$ cat config.mk
export PLATFORM = sky130hd
export DESIGN_NAME = glitch_filter
export DESIGN_NICKNAME = d
export VERILOG_FILES = /design/src/rtl/glitch_filter.sv
export SDC_FILE = /design/constraint.sdc
export NUM_CORES = 1
export LEC_CHECK = 0
export BUFFER_PORTS_ARGS = -buffer_cell sky130_fd_sc_hd__clkbuf_2
export CAP_MARGIN = 20
export CORE_ASPECT_RATIO = 1.25
export CORE_UTILIZATION = 50
export CTS_CLUSTER_DIAMETER = 120
export DETAILED_ROUTE_END_ITERATION = 16
export PLACE_DENSITY_LB_ADDON = 0.15
export SKIP_CTS_REPAIR_TIMING = 1
export SYNTH_ARGS = -nofsm -noshare
export SYNTH_HDL_FRONTEND = slang
export SYNTH_SLANG_ARGS = --single-unit
$ cat constraint.sdc
create_clock -name clk -period 1.36 [get_ports clk]
set_input_delay 0.204 -clock clk [delete_from_list [all_inputs] [get_ports clk]]
set_output_delay 0.204 -clock clk [all_outputs]
set_load 0.02 [all_outputs]
$ cat src/rtl/glitch_filter.sv
// Multi-channel deglitcher: per-channel synchroniser followed by a run-length
// filter. A channel's filtered level only moves once the synchronised input
// has disagreed with it for STABLE consecutive enabled samples.

// One channel: sync chain, run counter, filtered level and edge strobes.
module glitch_filter_ch #(
  parameter int STABLE      = 4,
  parameter int SYNC_STAGES = 2,
  parameter bit RST_VAL     = 1'b0
) (
  input  logic clk,
  input  logic rst_n,
  input  logic en,
  input  logic d,
  output logic q,
  output logic rise,
  output logic fall,
  output logic busy_nxt
);
  localparam int CW = (STABLE > 1) ? $clog2(STABLE + 1) : 1;
  localparam logic [CW-1:0] LAST = CW'(STABLE - 1);

  logic [SYNC_STAGES-1:0] r_sync;
  logic [CW-1:0]          r_cnt;
  logic                   r_q;
  logic                   r_rise;
  logic                   r_fall;

  logic [CW-1:0]          w_cnt_nxt;
  logic                   w_q_nxt;
  logic                   w_rise_nxt;
  logic                   w_fall_nxt;
  logic                   w_s;

  assign w_s = r_sync[SYNC_STAGES-1];

  // Synchroniser runs every cycle; only the filter below is gated by en.
  always_ff @(posedge clk or negedge rst_n) begin
    if (!rst_n) r_sync <= {SYNC_STAGES{RST_VAL}};
    else        r_sync <= {r_sync[SYNC_STAGES-2:0], d};
  end

  // Run-length decision: a sample matching q rejects the run; the STABLE-th
  // mismatching sample commits the new level and fires the matching strobe.
  always_comb begin
    w_cnt_nxt  = r_cnt;
    w_q_nxt    = r_q;
    w_rise_nxt = 1'b0;
    w_fall_nxt = 1'b0;
    if (en) begin
      if (w_s == r_q) begin
        w_cnt_nxt = '0;
      end else if (r_cnt == LAST) begin
        w_cnt_nxt  = '0;
        w_q_nxt    = w_s;
        w_rise_nxt = w_s;
        w_fall_nxt = ~w_s;
      end else begin
        w_cnt_nxt = r_cnt + 1'b1;
      end
    end
  end

  // Filter state and registered strobes.
  always_ff @(posedge clk or negedge rst_n) begin
    if (!rst_n) begin
      r_cnt  <= '0;
      r_q    <= RST_VAL;
      r_rise <= 1'b0;
      r_fall <= 1'b0;
    end else begin
      r_cnt  <= w_cnt_nxt;
      r_q    <= w_q_nxt;
      r_rise <= w_rise_nxt;
      r_fall <= w_fall_nxt;
    end
  end

  assign q        = r_q;
  assign rise     = r_rise;
  assign fall     = r_fall;
  assign busy_nxt = (w_cnt_nxt != '0);
endmodule

// Top: CH independent channels plus a shared registered busy flag.
module glitch_filter #(
  parameter int CH          = 4,
  parameter int STABLE      = 4,
  parameter int SYNC_STAGES = 2,
  parameter bit RST_VAL     = 1'b0
) (
  input  logic          clk,
  input  logic          rst_n,
  input  logic          en,
  input  logic [CH-1:0] d,
  output logic [CH-1:0] q,
  output logic [CH-1:0] rise,
  output logic [CH-1:0] fall,
  output logic          busy
);
  logic [CH-1:0] w_busy_nxt;
  logic          r_busy;

  for (genvar i = 0; i < CH; i++) begin : g_ch
    glitch_filter_ch #(
      .STABLE      (STABLE),
      .SYNC_STAGES (SYNC_STAGES),
      .RST_VAL     (RST_VAL)
    ) u_ch (
      .clk      (clk),
      .rst_n    (rst_n),
      .en       (en),
      .d        (d[i]),
      .q        (q[i]),
      .rise     (rise[i]),
      .fall     (fall[i]),
      .busy_nxt (w_busy_nxt[i])
    );
  end

  // busy tracks the counters as they are written, so it rises with the first
  // mismatching sample rather than a cycle later.
  always_ff @(posedge clk or negedge rst_n) begin
    if (!rst_n) r_busy <= 1'b0;
    else        r_busy <= |w_busy_nxt;
  end

  assign busy = r_busy;
endmodule

* Word level (Yosys, flattened, before mapping)
Index checks and enable logic that the tools add are counted. Widths: inputs -> output; s select.
Storage, ports and cells: memory bits (writable) 0, register bits after elaboration 33, memories 0, bits of input ports 7, latch bits 0, ROM bits 0
Operators by class: bitwise gates (word level) 8, eq/ne operators 8, order comparisons 0, mux-type cells 36, divide/modulo/power cells 0, add/sub/neg operators 4, multiply operators 0, reduce and logical (&&, ||, !) cells 9, shifts and indexed selects 0
Operators by type and width (count):
- $mux 3 | 12
- $mux 1 | 24
- $add 3x1->3 const B | 4
- $eq 3x2->1 const B | 4
- $reduce_and 3->1 | 4
- $reduce_bool 3->1 | 4
- $not 1->1 | 8
- $eq 1x1->1 | 4
- $reduce_or 4->1 | 1

* Depth between registers and ports, before layout
Gate-level depths: netlist of the first run.
word-level depth 6, depth in mapped cells 5, gate-level depth less buffers 5

* Hierarchy
From an unflattened synthesis of the first run, not the netlist that was laid out.
Second synthesis, totals: cell total of the unflattened synthesis 126, area total of the unflattened synthesis 1490.2 µm²
By module, submodules not included:
- glitch_filter_ch at g_ch[1].u_ch ... | cells each 31, times used 3, area each 364.1 µm²
- glitch_filter_ch at g_ch[0].u_ch | cells each 31, times used 1, area each 365.4 µm²
- glitch_filter | cells each 2, times used 1, area each 32.5 µm²

* Worst setup path after synthesis of the first run
Ideal clock, no wire load.
path kind register to register, from register g_ch[1].u_ch.r_cnt[0], to register r_busy, in the netlist busy, library setup time 0.136 ns, arrival 1.234 ns, stages on the path, launching flop included 6, clock period less this slack 1.370 ns, slack -0.010 ns, cells stage by stage dfrtp_1 > ha_1 > nor2b_1 > o32ai_1 > a2111oi_2 > nand4b_1
On the way: word-level cells in the longest chain between the ends 6, elaborated cells on any way between the ends 7
RTL lines:
- start: declaration | RTL line 24 | logic [CW-1:0] r_cnt;
- start signal: assignment | RTL line 72 | r_cnt <= w_cnt_nxt;
- $add 3x1->3 / $eq 3x2->1 (equally long branches) | RTL line 59, 53
- $mux 3 | RTL line 53 | end else if (r_cnt == LAST) begin
- $mux 3 | RTL line 51 | if (w_s == r_q) begin
- $mux 3 * | RTL line 50 | if (en) begin
- $reduce_bool 3->1 * | RTL line 82 | assign busy_nxt = (w_cnt_nxt != '0);
- $reduce_or 4->1 * | RTL line 125 | else r_busy <= |w_busy_nxt;
- end signal: assignment | RTL line 125
- end: declaration | RTL line 102 | logic r_busy;
Mark *: on every way between the ends. The rest lies on a longest branch, timed or not. A chain may end at the register's enable or synchronous reset.

* Worst setup path in the final report of the first run
from register g_ch[1].u_ch.r_q, to register r_busy, in the netlist busy
On the way: word-level cells in the longest chain between the ends 5
RTL lines:
- start: declaration | RTL line 25 | logic r_q;
- start signal: assignment | RTL line 73 | r_q <= w_q_nxt;
- $eq 1x1->1 | RTL line 51
- $mux 3 | RTL line 51
- $mux 3 | RTL line 50
- named net g_ch[1].u_ch.w_cnt_nxt[1] | RTL line 29 | logic [CW-1:0] w_cnt_nxt;
- $reduce_bool 3->1 | RTL line 82
- $reduce_or 4->1 | RTL line 125
The timed path passes the listed nets, and every way through them passes these cells.

==> flow_metrics.py, run 1 <==
metrics = {
    "floorplanning": {
        "top_level_i_o_count": 20,
        "core_area_sq_um": 2710,
        "initial_core_util": 0.534,
        "die_w_microns": 50.1,
        "fp.dieH_microns": 62.1,
        "core.rowCount": 21,
        "floorplan.die_area_sq_um": 3110,
    },
    "run_status": {
        "run_status": "complete, but fails checks",
        "violations": "negative setup slack",
    },
    "global_routing": {
        "antenna_found_initial": 0,
        "largest_net_degree_at_the_start_of_global_routing": 20,
        "global_route.overflow_total": 0,
        "first_global_vias": 980,
        "global_route.usage.total": 0.197,
        "grt_first_pass_wirelength_microns": 4320,
    },
    "min_path": {
        "worst_hold_path_type": "in -> reg",
        "holdPathStages": 3,
    },
    "sta": {
        "finalHoldViolations": 0,
        "finalSetupViolations": 1,
        "final.period_utilization": 1.07,
        "final.setup.tns_ns": -0.0979,
        "slew_hr": 0.720,
        "finClkSkew_ns": 0.00630,
        "transition_time_at_the_pin_with_the_least_slew_margin_ns": 0.419,
        "drv_slew": 0,
        "max_clock_freq_mhz": 686,
        "grt_setup_unrepaired": "true",
        "setup_ws_ns": -0.0979,
        "final_period_minus_worst_setup_slack_ns": 1.46,
    },
    "synth": {
        "yosys_warnings": 0,
        "synth_nets": 129,
        "ys_ff_latch": 33,
        "synth.avg_cell_area_sq_um": 12.3,
        "netlist_area_sq_um": 1450,
        "seq_area_frac_synth": 0.571,
        "ys_types": 26,
        "netlist_instances": 118,
    },
    "worst_setup_path": {
        "element_type_at_the_critical_path_end": "flop",
        "crit_path_max_fanout": 4,
        "data_arrival_time_of_the_critical_path_ns": 1.67,
        "required_ns": 1.57,
        "setup.worst_path.class": "reg -> reg",
        "worst_r2r_path_depth": 4,
        "worstSetupStartpointType": "flop",
    },
    "place": {
        "place.gp.congestion": 0.773,
        "place_ws_ns": -0.120,
        "post-place-cells": 175,
        "hpwlAfterDp_microns": 1780,
        "port_buffers": 19,
    },
    "routing": {
        "num_vias": 964,
        "drcViolationCount": 0,
        "avgRoutedWirePerCell_microns": 13.0,
        "first_iter_violations": 20,
        "firstDrtPassIters": 3,
        "remaining_antenna_violation_count": 0,
        "routed_wl_microns": 2510,
        "route.detailed.vias_per_inst": 4.99,
    },
    "power_and_ir_drop": {
        "leakage_nw": 0.875,
        "total_power_mw": 3.29,
        "p_per_area_nw_per_um2": 1780,
        "worst_ir_drop_vdd_v": 0.00129,
    },
    "finish": {
        "layout_commonest_cell": "sky130_fd_sc_hd__dfrtp_1",
        "n_fill_cell": 206,
        "nets": 169,
        "most_frequent_cells_in_the_layout": "33 x sky130_fd_sc_hd__dfrtp_1, 21 x sky130_fd_sc_hd__buf_4, 19 x sky130_fd_sc_hd__clkbuf_2",
        "num_antenna_cells": 0,
        "area_delta_synth_final_pct": 27.5,
        "fraction_of_final_layout_cells_with_drive_strength_greater_than_1": 0.472,
        "finish.cell_count_without_fillers": 193,
    },
    "clocking": {
        "worst_setup_hold_path_clk_slew_ns": 0.10,
        "clock_root_buffer": "sky130_fd_sc_hd__clkbuf_4",
        "clockBufferDepth": 2,
        "numCtsBuffers": 5,
        "clock_sink_count": 33,
        "h-tree-depth": 2,
        "tritoncts": "done",
        "clk-insertion-delay-late_ns": 0.33,
    },
    "run": {
        "cap_violations": 0,
    },
}
==> synth_stat cells, drive strengths merged <==
cell type | count | area, sq um
buf | 14 | 103
dfrtp | 33 | 826
nand2b | 7 | 43.8
nor2b | 4 | 25.0
o22ai | 6 | 37.5
mux2 | 5 | 56.3
o31ai | 3 | 32.5
o32ai | 1 | 8.76
a2111oi | 1 | 15.0
xnor2 | 4 | 57.6
nor3 | 2 | 10.0
nor2 | 2 | 7.51
o21ai | 2 | 10.0
nand2 | 9 | 33.8
inv | 6 | 22.5
ha | 4 | 50.1
or2b | 1 | 7.51
nor4 | 1 | 6.26
nor3b | 9 | 67.6
a21oi | 1 | 5.00
and2 | 2 | 12.5
nand4b | 1 | 8.76
==> where the power goes <==
part	internal, mW	switching [mW]	leakage (nW)
sequential	1.20	0.209	0.423
combinational	0.744	0.623	0.419
clock	0.196	0.314	0.0320
total	2.14	1.15	0.875
==> registers in the layout, summed over array words and instances (netlist names) <==
name	flops
g_ch.u_ch.r_cnt	12
g_ch.u_ch.r_sync	8
g_ch.u_ch.fall	4
g_ch.u_ch.q	4
g_ch.u_ch.rise	4
busy	1
==> worst max-delay path, cell delays in order, from the launching register on <==
cell and delay, ns:
sky130_fd_sc_hd__dfrtp_1 0.42, sky130_fd_sc_hd__xnor2_2 0.28, sky130_fd_sc_hd__o22ai_1 0.18, sky130_fd_sc_hd__a2111oi_2 0.32, sky130_fd_sc_hd__nand4b_1 0.13
==> per-stage QoR <==
stage | util | cell area (sq um) | hold slack, ns
5_1_grt | 0.681 | 1840 | 0.315
2_1_floorplan | - | 1450 | -0.0916
3_5_place_dp | 0.603 | 1630 | 0.157
3_3_place_gp | 0.603 | 1630 | 0.153
6_report | 0.681 | 1840 | 0.302
4_1_cts | 0.622 | 1680 | -0.216
==> path summary, 6_finish.rpt <==
path | from | end | slack [ns]
setup / recovery | g_ch[1].u_ch.q | busy | -0.1
hold / removal | en | g_ch[2].u_ch.r_cnt[1] | 0.30
setup reg to reg | g_ch[1].u_ch.q | busy | -0.1
hold reg to reg | g_ch[2].u_ch.r_sync[0] | g_ch[2].u_ch.r_sync[1] | 0.36
max in group asynchronous | rst_n | busy | 0.60
min in group asynchronous | rst_n | g_ch[3].u_ch.r_cnt[1] | 0.33
==> layout make-up <==
| type | count | area (sq um) | share of cell area |
|---|---|---|---|
| flip-flops and latches | 33 | 826 | 0.448 |
| multi-input cells | 65 | 568 | 0.308 |
| repair buffers | 47 | 334 | 0.181 |
| well taps | 34 | 42.5 | 0.0231 |
| clock buffers | 6 | 41.3 | 0.0224 |
| inverters | 6 | 22.5 | 0.0122 |
| clock inverters | 2 | 10.0 | 0.00543 |
==> kinds of logic after synthesis <==
kind of cell / count (synthesis) / share of synthesized area
XOR/XNOR: 4 / 0.0398
AND/OR/NAND/NOR: 38 / 0.154
adder cells (fa/ha/maj): 4 / 0.0346
multiplexers: 5 / 0.0389
AO/OA/AOI/OAI: 14 / 0.0752
flip-flops: 33 / 0.571
buffers and inverters: 20 / 0.0865
==> metal layers <==
layer,global-route usage,vias to the layer above,share of wire
li1,-,473,-
met1,0.208,468,0.40
met2,0.318,18,0.54
met3,0.0882,5,0.039
met4,0.107,0,0.020
met5,0,-,0
No activity file was read; power rests on OpenSTA's default activity.
==> run 2: changes to the inputs <==
Settings changed: CORE_ASPECT_RATIO 1.25 to not set, GPL_ROUTABILITY_DRIVEN set to 0, GPL_TIMING_DRIVEN set to 0.
==> run 2 against run 1 <==
Compared with the run above:
- the run ends with negative hold slack, negative setup slack left
- combinational power fell by 4%
- wire length rose by 1.3%
- hold slack got worse by 0.35 ns
- total power fell by 0.75%
- clock skew rose by 0.0036 ns
- critical path type unchanged
- non-clock buffer count fell by 3
- critical endpoint unchanged
- sequential share of layout area rose by 1.4 points
==> flow_metrics.py, run 2 (synthesis results as in run 1) <==
metrics = {
    "worst_setup_path": {
        "worstSetupStartpointType": "flop",
        "critical_path.reg2reg.endpoint": "busy",
        "worst_r2r_path_depth": 5,
        "crit_chain": "ha_1 -> nand2_1 -> o22ai_1 -> a2111oi_2 -> nand4b_1",
        "required_ns": 1.57,
        "worstReg2RegStart": "g_ch[1].u_ch.r_cnt[0]",
        "worst_path_max_delay_cell": "sky130_fd_sc_hd__dfrtp_1",
        "element_type_at_the_critical_path_end": "flop",
        "setup.worst_path.class": "reg -> reg",
        "cpPeakStageDelay_ns": 0.40,
        "timing.reg2reg.setup_slack_ns": -0.07,
        "data_arrival_time_of_the_critical_path_ns": 1.64,
        "crit_path_max_fanout": 2,
    },
    "finish": {
        "largest_register_ff_count": 12,
        "area_delta_synth_final_pct": 24.5,
        "n_fill_cell": 228,
        "largest-register": "g_ch.u_ch.r_cnt",
        "most_frequent_cells_in_the_layout": "29 x sky130_fd_sc_hd__dfrtp_1, 20 x sky130_fd_sc_hd__buf_4, 19 x sky130_fd_sc_hd__clkbuf_2",
        "biggestRegsByFlops": "g_ch.u_ch.r_cnt (12), g_ch.u_ch.r_sync (8)",
        "post-route-util": 0.653,
        "layout_commonest_cell": "sky130_fd_sc_hd__dfrtp_1",
        "stdcell_area_sq_um": 1800,
        "nets": 166,
        "num_antenna_cells": 0,
        "fraction_of_final_layout_cells_with_drive_strength_greater_than_1": 0.462,
    },
    "power_and_ir_drop": {
        "switching_power_mw": 1.14,
        "power_switching_share": 0.349,
        "pwr-share-comb": 0.402,
        "internal-power_mw": 2.12,
        "p_per_area_nw_per_um2": 1810,
        "seqPwrFrac": 0.442,
        "worst_ir_drop_vdd_v": 0.00124,
        "leakage_nw": 0.844,
        "clkPwrFrac": 0.156,
    },
    "routing": {
        "first_iter_violations": 22,
        "route.detailed.vias_per_inst": 5.26,
        "num_vias": 984,
        "firstDrtPassIters": 5,
        "routed_wl_microns": 2540,
        "remaining_antenna_violation_count": 0,
        "avgRoutedWirePerCell_microns": 13.6,
        "drcViolationCount": 0,
    },
    "global_routing": {
        "global_route.usage.total": 0.178,
        "global_route.overflow_total": 0,
        "grt_first_pass_wirelength_microns": 4120,
        "first_global_vias": 949,
        "largest_net_degree_at_the_start_of_global_routing": 34,
        "antenna_found_initial": 0,
    },
    "sta": {
        "max_clock_freq_mhz": 699,
        "finalHoldViolations": 33,
        "final_period_minus_worst_setup_slack_ns": 1.43,
        "finClkSkew_ns": 0.00991,
        "drv_slew": 0,
        "transition_time_at_the_pin_with_the_least_slew_margin_ns": 0.821,
        "final.period_utilization": 1.05,
        "slew_hr": 0.452,
        "finalSetupViolations": 2,
        "final.setup.tns_ns": -0.109,
        "grt_setup_unrepaired": "true",
        "fin_worst_hold_slack_ns": -0.0488,
        "setup_ws_ns": -0.0708,
    },
    "place": {
        "detailed_place.area_sq_um": 1580,
        "place_ws_ns": -0.137,
        "port_buffers": 19,
        "hpwlAfterDp_microns": 1600,
    },
    "clocking": {
        "tritoncts": "done",
        "clock_sink_count": 33,
        "h-tree-depth": 2,
        "clockBufferDepth": 2,
        "clock_root_buffer": "sky130_fd_sc_hd__clkbuf_4",
        "numCtsBuffers": 5,
        "worst_setup_hold_path_clk_slew_ns": 0.10,
        "clk-insertion-delay-late_ns": 0.33,
    },
    "floorplanning": {
        "top_level_i_o_count": 20,
        "die_w_microns": 55.8,
        "floorplan.die_area_sq_um": 3110,
        "fp.dieH_microns": 55.8,
        "core_area_sq_um": 2760,
        "initial_core_util": 0.525,
        "core.rowCount": 19,
    },
    "run_status": {
        "violations": "negative hold slack, negative setup slack",
        "run_status": "complete, but fails checks",
    },
    "run": {
        "cap_violations": 0,
    },
    "min_path": {
        "worst_hold_path_type": "in -> async",
    },
}
==> run 2: layout make-up <==
cell class | instances | area [sq um] | share of cell area
tap | 31 | 38.8 | 0.0215
clock buffer | 8 | 48.8 | 0.0271
buffer | 14 | 103 | 0.0570
inverter | 6 | 22.5 | 0.0125
sequential | 33 | 831 | 0.461
multi-input combinational | 65 | 569 | 0.316
timing repair buffer | 30 | 188 | 0.104
==> run 2: metal layers <==
metal / wire length [microns] / part of all wire / up-vias / GRT usage
li1: - / - / 462 / -
met1: 1070 / 0.42 / 489 / 0.215
met2: 1310 / 0.52 / 26 / 0.294
met3: 107 / 0.042 / 7 / 0.0488
met4: 50 / 0.020 / 0 / 0.0857
met5: 0 / 0 / - / 0
==> run 2: worst max path at each step <==
| stage | startpoint | end | cells past startpoint |
|---|---|---|---|
| detailed placement | g_ch[1].u_ch.r_cnt[0] | busy | 5 |
| global placement | g_ch[1].u_ch.r_cnt[0] | busy | 5 |
| finish | g_ch[1].u_ch.r_cnt[0] | busy | 5 |
| global route | g_ch[2].u_ch.r_sync[1] | busy | 4 |
| floorplan | g_ch[1].u_ch.r_cnt[0] | busy | 5 |
| CTS | g_ch[1].u_ch.r_cnt[0] | busy | 5 |
==> run 2: critical path: cells and delay by family, from the launching register on <==
family | cells | cell delay, ns
AO/OA/AOI/OAI | 2 | 0.41
flip-flops | 1 | 0.40
AND/OR/NAND/NOR | 2 | 0.20
adder cells (fa/ha/maj) | 1 | 0.30
==> run 2: metrics by stage <==
step	total power, mW	std cells	hold WS (ns)
2_1_floorplan	2.22	118	-0.0916
3_3_place_gp	2.42	168	0.312
3_5_place_dp	2.49	168	0.314
4_1_cts	3.00	176	-0.0292
5_1_grt	3.48	187	0.0177
6_report	3.26	187	-0.0488
==> run 2: power groups by stage <==
stage / sequential (mW) / clock [mW] / combinational (mW)
CTS: 1.41 / 0.526 / 1.06
finish: 1.44 / 0.510 / 1.31
global route: 1.47 / 0.563 / 1.44
detailed placement: 1.43 / 0 / 1.05
floorplan: 1.39 / 0 / 0.830
global placement: 1.41 / 0 / 1.01
==> run 3: changes to the inputs <==
Settings changed: BUFFER_PORTS_ARGS -buffer_cell sky130_fd_sc_hd__clkbuf_2 to not set, CORE_UTILIZATION 50 to 55, CTS_CLUSTER_SIZE set to 16, DONT_BUFFER_PORTS set to 1, GPL_TIMING_DRIVEN 0 to not set.
==> run 3 against run 2 <==
Compared with the run above:
- the run ends with negative setup slack left
- global-route usage rose by 0.38 points
- utilization rose by 2.1 points
- first-iteration DRC count fell by 100%
- design area fell by 7.2%
- count of clock-buffer cells in the layout fell by 1
- wire length fell by 6.2%
- cell count fell by 12%
- clock power rose by 23%
- non-clock buffer count fell by 21
- largest cell class unchanged
- largest power group unchanged
- highest routed layer unchanged
==> flow_metrics.py, run 3 (synthesis results as in run 1) <==
metrics = {
    "worst_setup_path": {
        "crit_chain": "xnor2_2 -> buf_4 -> o32ai_1 -> a2111oi_2 -> nand4b_1",
        "cpLargestDelayFamily": "flip-flops",
        "data_arrival_time_of_the_critical_path_ns": 1.66,
        "worst_setup_path_startpoint": "g_ch[1].u_ch.q",
        "setup.worst_path.class": "reg -> reg",
        "path_buf_inv": 1,
        "worst_path_max_delay_cell": "sky130_fd_sc_hd__dfrtp_1",
        "required_ns": 1.58,
        "worstSetupStartpointType": "flop",
        "worstReg2RegStart": "g_ch[1].u_ch.q",
        "cpPeakStageDelay_ns": 0.42,
        "element_type_at_the_critical_path_end": "flop",
        "crit_path_max_fanout": 4,
    },
    "finish": {
        "post-route-util": 0.674,
        "area_delta_synth_final_pct": 15.5,
        "biggestRegsByFlops": "g_ch.u_ch.r_cnt (12), g_ch.u_ch.r_sync (8)",
        "stdcell_area_sq_um": 1670,
        "largest_register_ff_count": 12,
        "nets": 145,
        "most_frequent_cells_in_the_layout": "33 x sky130_fd_sc_hd__dfrtp_1, 15 x sky130_fd_sc_hd__buf_4, 9 x sky130_fd_sc_hd__nor3b_1",
        "layout_commonest_cell": "sky130_fd_sc_hd__dfrtp_1",
        "num_antenna_cells": 0,
        "largest-register": "g_ch.u_ch.r_cnt",
        "fraction_of_final_layout_cells_with_drive_strength_greater_than_1": 0.296,
    },
    "clocking": {
        "tritoncts": "done",
        "clk-insertion-delay-late_ns": 0.34,
        "clock_root_buffer": "sky130_fd_sc_hd__clkbuf_4",
        "h-tree-depth": 2,
        "clockBufferDepth": 2,
        "worst_setup_hold_path_clk_slew_ns": 0.10,
        "numCtsBuffers": 5,
        "clock_sink_count": 33,
    },
    "power_and_ir_drop": {
        "worst_ir_drop_vdd_v": 0.00145,
        "p_per_area_nw_per_um2": 1950,
        "leakage_nw": 0.758,
    },
    "floorplanning": {
        "floorplan.die_area_sq_um": 2840,
        "core_area_sq_um": 2480,
        "fp.dieH_microns": 53.3,
        "die_w_microns": 53.3,
        "core.rowCount": 18,
        "initial_core_util": 0.584,
        "top_level_i_o_count": 20,
    },
    "min_path": {
        "worstHoldStart": "en",
        "worst_hold_path_type": "in -> reg",
    },
    "place": {
        "detailed_place.area_sq_um": 1460,
        "hpwlAfterDp_microns": 1490,
        "place_ws_ns": -0.141,
        "port_buffers": 0,
    },
    "routing": {
        "met3_length_microns": 125,
        "highest-signal-layer": "met4",
        "remaining_antenna_violation_count": 0,
        "routedLengthMet1_microns": 1070,
        "route.detailed.vias_per_inst": 5.24,
        "met2_wirelength_microns": 1150,
        "firstDrtPassIters": 1,
        "avgRoutedWirePerCell_microns": 14.5,
        "drcViolationCount": 0,
        "routed_wl_microns": 2390,
        "first_iter_violations": 0,
        "num_vias": 864,
    },
    "run_status": {
        "run_status": "complete, but fails checks",
        "violations": "negative setup slack",
    },
    "global_routing": {
        "global_route.overflow_total": 0,
        "largest_net_degree_at_the_start_of_global_routing": 34,
        "first_global_vias": 797,
        "global_route.usage.total": 0.182,
        "antenna_found_initial": 0,
        "grt_first_pass_wirelength_microns": 3500,
    },
    "sta": {
        "grt_setup_unrepaired": "true",
        "fin_worst_hold_slack_ns": 0.00703,
        "drv_slew": 0,
        "setup_ws_ns": -0.0870,
        "finalHoldViolations": 0,
        "final.setup.tns_ns": -0.0870,
        "final_period_minus_worst_setup_slack_ns": 1.45,
        "finClkSkew_ns": 0.00907,
        "slew_hr": 0.757,
        "max_clock_freq_mhz": 691,
        "finalSetupViolations": 1,
        "transition_time_at_the_pin_with_the_least_slew_margin_ns": 0.363,
        "final.period_utilization": 1.06,
    },
    "run": {
        "cap_violations": 0,
    },
}
[run 3: report_power, final]
| part | internal (mW) | switching (mW) | total, mW |
|---|---|---|---|
| Combinational | 0.664 | 0.592 | 1.26 |
| Sequential | 1.20 | 0.179 | 1.38 |
| Clock | 0.299 | 0.328 | 0.627 |
[run 3: worst paths after layout]
path                                          end  slack, ns  cells past startpoint
setup / recovery                             busy      -0.09                      5
hold / removal              g_ch[0].u_ch.r_cnt[2]      0.007                      1
setup reg to reg                             busy      -0.09                      5
hold reg to reg            g_ch[1].u_ch.r_sync[1]       0.34                      0
max in group asynchronous  g_ch[2].u_ch.r_sync[1]       0.88                      2
min in group asynchronous   g_ch[1].u_ch.r_cnt[1]       0.31                      2
[run 3: per-layer routing]
metal / vias up / global-route usage
li1: 424 / -
met1: 418 / 0.210
met2: 17 / 0.285
met3: 5 / 0.0920
met4: 0 / 0.0658
met5: - / 0
[run 3: cell type report]
type	count	area [sq um]
Multi-Input combinational cell	65	512
Clock buffer	7	65.1
Fill cell	189	807
Timing Repair Buffer	23	203
Tap cell	30	37.5
Sequential cell	33	826
Inverter	6	22.5
Clock inverter	1	5.00
[run 3: worst register-to-register path: stages (launching register included)]
cell and delay, ns:
sky130_fd_sc_hd__dfrtp_1 0.42, sky130_fd_sc_hd__xnor2_2 0.27, sky130_fd_sc_hd__buf_4 0.16, sky130_fd_sc_hd__o32ai_1 0.10, sky130_fd_sc_hd__a2111oi_2 0.24, sky130_fd_sc_hd__nand4b_1 0.13
[run 3: metrics by stage]
| stage | power, mW | instances |
|---|---|---|
| 6_report | 3.26 | 165 |
| 5_1_grt | 3.47 | 165 |
| 4_1_cts | 3.09 | 152 |
| 3_5_place_dp | 2.48 | 144 |
| 3_3_place_gp | 2.41 | 144 |
| 2_1_floorplan | 2.22 | 118 |
